**config.mk**
```make
export PLATFORM = sky130hd
export DESIGN_NAME = fifo_wptr_full
export DESIGN_NICKNAME = d
export VERILOG_FILES = /design/src/rtl/fifo_wptr_full.sv
export SDC_FILE = /design/constraint.sdc
export NUM_CORES = 1
export LEC_CHECK = 0
export BUFFER_PORTS_ARGS = -buffer_cell sky130_fd_sc_hd__buf_2
export CELL_PAD_IN_SITES_DETAIL_PLACEMENT = 2
export CELL_PAD_IN_SITES_GLOBAL_PLACEMENT = 2
export CORE_ASPECT_RATIO = 2
export CORE_UTILIZATION = 26
export DETAILED_ROUTE_END_ITERATION = 10
export PLACE_DENSITY = 0.68
export SETUP_SLACK_MARGIN = 0.05
export SYNTH_ARGS = -nofsm -noshare
export SYNTH_HDL_FRONTEND = slang
export SYNTH_SLANG_ARGS = --single-unit
```
**constraint.sdc**
```tcl
create_clock -name clk -period 2.05 [get_ports clk]
set_input_delay 0.205 -clock clk [delete_from_list [all_inputs] [get_ports clk]]
set_output_delay 0.205 -clock clk [all_outputs]
set_load 0.01 [all_outputs]
```
**src/rtl/fifo_wptr_full.sv**
```systemverilog
// Write-side pointer and flag logic of an asynchronous FIFO: binary/Gray write
// pointer, registered full/almost-full/level against a synchronized Gray read pointer.
`ifndef FIFO_ADDR_WIDTH
`define FIFO_ADDR_WIDTH 4
`endif

module fifo_wptr_full #(
  parameter int AF_MARGIN = 2
) (
  input  logic                        clk,
  input  logic                        restn,
  input  logic                        wr_en,
  input  logic [`FIFO_ADDR_WIDTH-1:0] rptr_sync,
  input  logic                        ovf_clr,
  output logic [`FIFO_ADDR_WIDTH-2:0] waddr,
  output logic                        ram_we,
  output logic [`FIFO_ADDR_WIDTH-1:0] wptr_gray,
  output logic                        full,
  output logic                        almost_full,
  output logic [`FIFO_ADDR_WIDTH-1:0] level,
  output logic                        overflow
);

  localparam int N     = `FIFO_ADDR_WIDTH;
  localparam int A     = N - 1;
  localparam int DEPTH = 2 ** A;
  localparam logic [N-1:0] AF_THRESH = N'(DEPTH - AF_MARGIN);

  logic [N-1:0] wbin_q, wbin_d;
  logic [N-1:0] wgray_q, wgray_d;
  logic         full_q, full_d;
  logic         af_q, af_d;
  logic [N-1:0] level_q, level_d;
  logic         ovf_q, ovf_d;
  logic [N-1:0] rbin;
  logic         push;

  // Gray-to-binary: each binary bit is the XOR of all Gray bits at or above it.
  assign rbin[N-1] = rptr_sync[N-1];
  for (genvar gi = N - 2; gi >= 0; gi--) begin : g_rbin
    assign rbin[gi] = rbin[gi+1] ^ rptr_sync[gi];
  end

  assign push = wr_en & ~full_q & restn;

  always_comb begin
    wbin_d  = wbin_q + N'(push);
    wgray_d = wbin_d ^ (wbin_d >> 1);
    level_d = wbin_d - rbin;
    // Full when the write pointer is exactly one lap ahead: top two Gray bits inverted.
    full_d  = (wgray_d == {~rptr_sync[N-1:N-2], rptr_sync[N-3:0]});
    af_d    = (level_d >= AF_THRESH);
    ovf_d   = (wr_en & full_q) | (ovf_q & ~ovf_clr);
  end

  always_ff @(posedge clk) begin
    if (!restn) begin
      wbin_q  <= '0;
      wgray_q <= '0;
      full_q  <= 1'b0;
      af_q    <= 1'b0;
      level_q <= '0;
      ovf_q   <= 1'b0;
    end else begin
      wbin_q  <= wbin_d;
      wgray_q <= wgray_d;
      full_q  <= full_d;
      af_q    <= af_d;
      level_q <= level_d;
      ovf_q   <= ovf_d;
    end
  end

  assign waddr       = wbin_q[A-1:0];
  assign ram_we      = push;
  assign wptr_gray   = wgray_q;
  assign full        = full_q;
  assign almost_full = af_q;
  assign level       = level_q;
  assign overflow    = ovf_q;

endmodule

```
==> impl_metrics.py, run 1 <==
metrics = {
    "cts": {
        "cts_tree": "done",
        "cts_root_buffer": "clkbuf_8",
        "cts-buffers-inserted": 3,
        "path_clk_slew_ns": 0.06,
        "htree_levels": 1,
        "numClockSinks": 14,
        "ctsLongestPathBuffers": 2,
        "clk-insertion-delay-late_ns": 0.25,
    },
    "route": {
        "vias_per_cell": 4.568,
        "ant_nets": 0,
        "drt_wl_total_um": 1890,
        "wl_per_cell_um": 15.12,
        "drc_errors": 0,
        "drt-initial-drc-count": 3,
        "firstDrtPassIters": 2,
        "vias": 571,
    },
    "setup_path": {
        "cp_common_cell": "ha_4",
        "critical_path_class": "reg2reg",
        "required_ns": 2.19,
        "crit_arrival_ns": 2.22,
        "start_kind": "register",
        "crit_fanout": 4,
        "cp_top_family": "adder cells",
        "crit_start": "full",
        "endpoint_kind": "register",
        "cp_slowest_stage_delay_ns": 0.35,
        "r2r_start": "full",
        "reg2reg_slack_ns": -0.04,
        "r2r_end": "almost_full",
        "worst-path-buf-inv": 1,
        "slowest_stage": "fa_2",
        "crit_path_cell_trace": "and3b_2 -> ha_4 -> ha_4 -> inv_4 -> fa_2 -> xnor2_2 -> nor2b_1 -> o31a_1",
        "reg2reg_depth": 8,
    },
    "worst_hold_path": {
        "min_path_cells": 3,
        "min_to": "overflow",
        "holdCritStartpoint": "ovf_clr",
        "hp-class": "in2reg",
    },
    "sta": {
        "rsz0062_at_grt": "true",
        "hold_viol_final": 0,
        "fmax_ghz": 0.4795,
        "min_period_ns": 2.085,
        "skew_ns": 0.004013,
        "slew_headroom": 0.8073,
        "setup-tns-final_ns": -0.03533,
        "fin_crit_sh": 1.017,
        "worst_pin_slew_ns": 0.2881,
        "final.setup.worst_slack_ns": -0.03533,
        "finalMaxSlewViolations": 0,
        "final-setup-viol-count": 1,
    },
    "yosys": {
        "synth_area_per_cell_um2": 10.62,
        "synth_fp_nets": 78,
        "ys_seq_area_frac": 0.4125,
        "synthDistinctLibCells": 22,
        "synth_area_um2": 679.4,
        "synth-seq-cells": 14,
        "synth_cells": 64,
        "yosysWarnings": 0,
    },
    "die": {
        "core_area_mm2": 0.002409,
        "die_h_um": 74.29,
        "initial_core_util": 0.2821,
        "row_count": 25,
        "io_pins": 23,
        "die_width_um": 38.15,
        "dieArea_mm2": 0.002834,
    },
    "status": {
        "status": "complete, but fails checks",
        "violations": "setup timing",
    },
    "run": {
        "drv_cap": 0,
    },
    "pwr": {
        "internal-power_mw": 0.5517,
        "p_clk_frac": 0.301,
        "switchingPower_mw": 0.2126,
        "powerDensity_mw_per_mm2": 762.6,
        "peakVddDrop_v": 0.0003196,
        "power_leakage_nw": 0.4844,
        "swShare": 0.2782,
        "seq_power_share": 0.401,
        "finalPower_mw": 0.7643,
        "combPwrFrac": 0.298,
    },
    "cells_and_area": {
        "final_common_cell": "buf_2",
        "fin_nets": 114,
        "final_cell_mix": "buf_2 (22), dfxtp_1 (13), buf_4 (10)",
        "fillers": 268,
        "drive_gt1_frac": 0.5204,
        "synthToLayoutAreaGrowth_pct": 47.51,
        "n_antenna_cell": 0,
        "fin_util": 0.4161,
    },
    "place": {
        "gp_congestion": 0.7237,
        "io_buffers": 22,
        "place_ws_ns": -0.1391,
        "dp_hpwl_um": 1475,
    },
    "global_route": {
        "grt.overflow.total": 0,
        "grt_pass1_vias": 659,
        "grt_max_degree": 15,
        "grt_usage": 0.1561,
        "antenna_found_initial": 0,
        "grt_pass1_wl_um": 2856,
    },
}
-- registers in the layout (all words and copies together) (netlist names) --
name,cells
almost_full,1
full,1
level,4
overflow,1
wbin_q,4
wptr_gray,3
-- kinds of logic (layout without fill, tap and decap cells) --
family,count (synthesis),after routing,share of synthesized area
XOR/XNOR,14,14,0.2007
AO/OA/AOI/OAI,6,6,0.06076
adder cells (fa/ha/maj),6,6,0.1215
buffers and inverters,5,39,0.02761
flip-flops,14,14,0.4125
AND/OR/NAND/NOR,19,19,0.1768
-- cells in the mapped netlist, drive strengths merged --
cell / instances / area share
dfxtp: 14 / 0.41
and2: 8 / 0.077
xnor2: 8 / 0.10
ha: 5 / 0.092
xor2: 5 / 0.064
inv: 4 / 0.022
nor2b: 4 / 0.037
a21boi: 2 / 0.022
and3: 2 / 0.020
nand2: 2 / 0.011
a21oi: 1 / 0.0074
and3b: 1 / 0.013
clkbuf: 1 / 0.0055
fa: 1 / 0.029
nand2b: 1 / 0.0092
nor4: 1 / 0.0092
o21a: 1 / 0.011
o21ai: 1 / 0.0074
o31a: 1 / 0.013
xnor3: 1 / 0.033
-- power groups by stage --
| stage | registers, mW | clock network, mW | logic, mW |
|---|---|---|---|
| floorplan | 0.327 | 0 | 0.103 |
| global placement | 0.312 | 0 | 0.203 |
| detailed placement | 0.312 | 0 | 0.211 |
| CTS | 0.307 | 0.239 | 0.231 |
| global route | 0.308 | 0.248 | 0.253 |
| finish | 0.306 | 0.230 | 0.228 |
-- per-stage QoR --
step / instances / cell area, µm² / hold WS (ns)
floorplan: 64 / 714.4 / 0.3237
global placement: 120 / 914.6 / 0.4621
detailed placement: 120 / 914.6 / 0.5044
CTS: 125 / 994.7 / 0.2557
global route: 125 / 1002 / 0.2575
finish: 125 / 1002 / 0.2497
-- worst register-to-register path, delay by kind of cell (launching register included) --
| kind | cells | cell delay, ns |
|---|---|---|
| AO/OA/AOI/OAI | 1 | 0.27 |
| XOR/XNOR | 1 | 0.14 |
| adder cells (fa/ha/maj) | 3 | 0.83 |
| buffers and inverters | 1 | 0.04 |
| flip-flops | 1 | 0.33 |
| AND/OR/NAND/NOR | 2 | 0.36 |
-- layer usage --
| layer | vias up | wire [µm] | global-route usage |
|---|---|---|---|
| met1 | 278 | 591 | 0.1264 |
| met5 | - | 0 | 0 |
| met3 | 4 | 54 | 0.02687 |
| met4 | 0 | 44 | 0.1071 |
| li1 | 275 | - | - |
| met2 | 14 | 1200 | 0.3051 |
-- cell type report --
type,count,area (µm²),area share
clock buffers,3,41.29,0.04120
inverters,4,17.52,0.01748
multi-input cells,45,442.9,0.4419
repair buffers,32,185.2,0.1848
flip-flops and latches,14,281.5,0.2809
well taps,27,33.78,0.03371
-- worst max-delay path by stage --
stage | endpoint | cells after the start
CTS | almost_full | 8
detailed placement | almost_full | 9
finish | almost_full | 8
global route | almost_full | 8
global placement | almost_full | 9
floorplan | almost_full | 8
-- what timing repair did --
action | CTS | global route
pin swaps | 5 | 0
hold buffers | 0 | 0
setup endpoints to repair | 2 | 3
resized for setup | 6 | 1
setup buffers | 2 | 0
No activity file was read; power rests on OpenSTA's default activity.
==> inputs of run 2 (changes only) <==
--- a/config.mk
+++ b/config.mk
@@ -8,10 +8,9 @@
 export BUFFER_PORTS_ARGS = -buffer_cell sky130_fd_sc_hd__buf_2
 export CELL_PAD_IN_SITES_DETAIL_PLACEMENT = 2
 export CELL_PAD_IN_SITES_GLOBAL_PLACEMENT = 2
-export CORE_ASPECT_RATIO = 2
-export CORE_UTILIZATION = 26
+export CORE_UTILIZATION = 31
 export DETAILED_ROUTE_END_ITERATION = 10
-export PLACE_DENSITY = 0.68
+export PLACE_DENSITY = 0.77
 export SETUP_SLACK_MARGIN = 0.05
 export SYNTH_ARGS = -nofsm -noshare
 export SYNTH_HDL_FRONTEND = slang
==> constraint.sdc (replaced) <==
create_clock -name clk -period 2.7 [get_ports clk]
set_input_delay 0.27 -clock clk [delete_from_list [all_inputs] [get_ports clk]]
set_output_delay 0.27 -clock clk [all_outputs]
set_load 0.01 [all_outputs]
==> impl_metrics.py, run 2 (synthesis results as in run 1) <==
metrics = {
    "status": {
        "status": "finished clean",
    },
    "pwr": {
        "peakVddDrop_v": 0.0002310,
        "powerDensity_mw_per_mm2": 589.2,
        "finalPower_mw": 0.5087,
        "power_leakage_nw": 0.4387,
    },
    "cts": {
        "cts_tree": "done",
        "cts-buffers-inserted": 3,
        "holdBufCountCts": 0,
        "htree_levels": 1,
        "ctsLongestPathBuffers": 2,
        "cts-resized-gates": 0,
        "numClockSinks": 14,
        "post_cts_buffers": 0,
        "cts_root_buffer": "clkbuf_4",
        "path_clk_slew_ns": 0.09,
        "clk-insertion-delay-late_ns": 0.28,
    },
    "route": {
        "wl_per_cell_um": 13.02,
        "drt_wl_total_um": 1523,
        "drc_errors": 0,
        "drt-initial-drc-count": 3,
        "ant_nets": 0,
        "vias": 520,
        "vias_per_cell": 4.444,
        "firstDrtPassIters": 3,
    },
    "run": {
        "drv_cap": 0,
    },
    "setup_path": {
        "critical_path_class": "reg2reg",
        "crit_path_cell_trace": "and3b_1 -> ha_1 -> ha_1 -> inv_1 -> fa_1 -> xnor2_1 -> nor2b_1 -> o31a_1",
        "crit_fanout": 4,
        "required_ns": 2.87,
        "cp_top_family": "adder cells",
        "start_kind": "register",
        "cp_slowest_stage_delay_ns": 0.44,
        "endpoint_kind": "register",
        "crit_arrival_ns": 2.49,
        "worst-path-buf-inv": 1,
        "cp_common_cell": "ha_1",
        "slowest_stage": "fa_1",
    },
    "die": {
        "dieArea_mm2": 0.002383,
        "core_area_mm2": 0.002002,
        "io_pins": 23,
        "die_width_um": 48.82,
        "initial_core_util": 0.3394,
        "row_count": 16,
        "die_h_um": 48.82,
    },
    "sta": {
        "skew_ns": 0.002942,
        "finalMaxSlewViolations": 0,
        "fin_crit_sh": 0.8571,
        "slew_headroom": 0.7876,
        "rsz0062_at_grt": "false",
        "setup-tns-final_ns": 0,
        "fmax_ghz": 0.4321,
        "min_period_ns": 2.314,
        "final-setup-viol-count": 0,
        "worst_pin_slew_ns": 0.3163,
        "hold_viol_final": 0,
    },
    "cells_and_area": {
        "layout.cells.non_filler": 117,
        "drive_gt1_frac": 0.3333,
        "fin_nets": 105,
        "n_antenna_cell": 0,
        "final_cell_mix": "buf_2 (22), dfxtp_1 (14), xnor2_1 (8)",
        "seq_area_um2": 280.3,
        "multi_input_area_um2": 380.4,
        "fin_util": 0.4313,
        "fillers": 233,
        "final_common_cell": "buf_2",
        "synthToLayoutAreaGrowth_pct": 27.07,
    },
    "worst_hold_path": {
        "hp-class": "in2reg",
    },
    "place": {
        "gp_congestion": 0.7457,
        "placed_cells": 113,
        "io_buffers": 22,
        "dp_hpwl_um": 1212,
    },
    "global_route": {
        "grt_pass1_vias": 562,
        "grt_pass1_wl_um": 2739,
        "grt_usage": 0.1567,
        "grt_max_degree": 16,
        "antenna_found_initial": 0,
        "grt.overflow.total": 0,
    },
}
-- run 2: metrics by stage --
stage                     area (µm²)  setup slack, ns  hold WS, ns
after floorplan                679.4           0.4104       0.3962
after global placement         827.0           0.2844       0.4636
after detailed placement       827.0           0.2423       0.4777
after CTS                      863.3           0.3637       0.2433
after global routing           863.3           0.2713       0.2566
final                          863.3           0.3858       0.2520
-- run 2: layer usage --
metal,GRT usage,up-vias,share of wire
met1,0.2105,242,0.49
met2,0.2361,14,0.46
met3,0.02804,4,0.031
li1,-,260,-
met5,0,-,0
met4,0.08824,0,0.021
-- run 2: area by class of cell --
type	count	share of cell area
clock buffers	4	0.04203
inverters	4	0.01739
multi-input cells	45	0.4406
flip-flops and latches	14	0.3246
well taps	27	0.03913
repair buffers	23	0.1362
-- run 2: final timing paths --
check / slack (ns) / from / end / depth (start not counted)
setup / recovery: 0.39 / full / almost_full / 8
hold / removal: 0.25 / ovf_clr / overflow / 3
setup reg to reg: 0.39 / full / almost_full / 8
hold reg to reg: 0.49 / full / overflow / 2
-- run 2: where the power goes --
part | switching (mW) | internal [mW] | leakage (nW) | total, mW
Sequential | 0.00534 | 0.226 | 0.115 | 0.232
Combinational | 0.0658 | 0.0605 | 0.303 | 0.126
Clock | 0.0689 | 0.0820 | 0.0210 | 0.151
Total | 0.140 | 0.369 | 0.439 | 0.509
-- run 2: worst register-to-register path, cell delays in order (launching register included) --
cell and delay (ns):
dfxtp_1 0.35, and3b_1 0.19, ha_1 0.21, ha_1 0.36, inv_1 0.11, fa_1 0.44, xnor2_1 0.14, nor2b_1 0.13
o31a_1 0.28
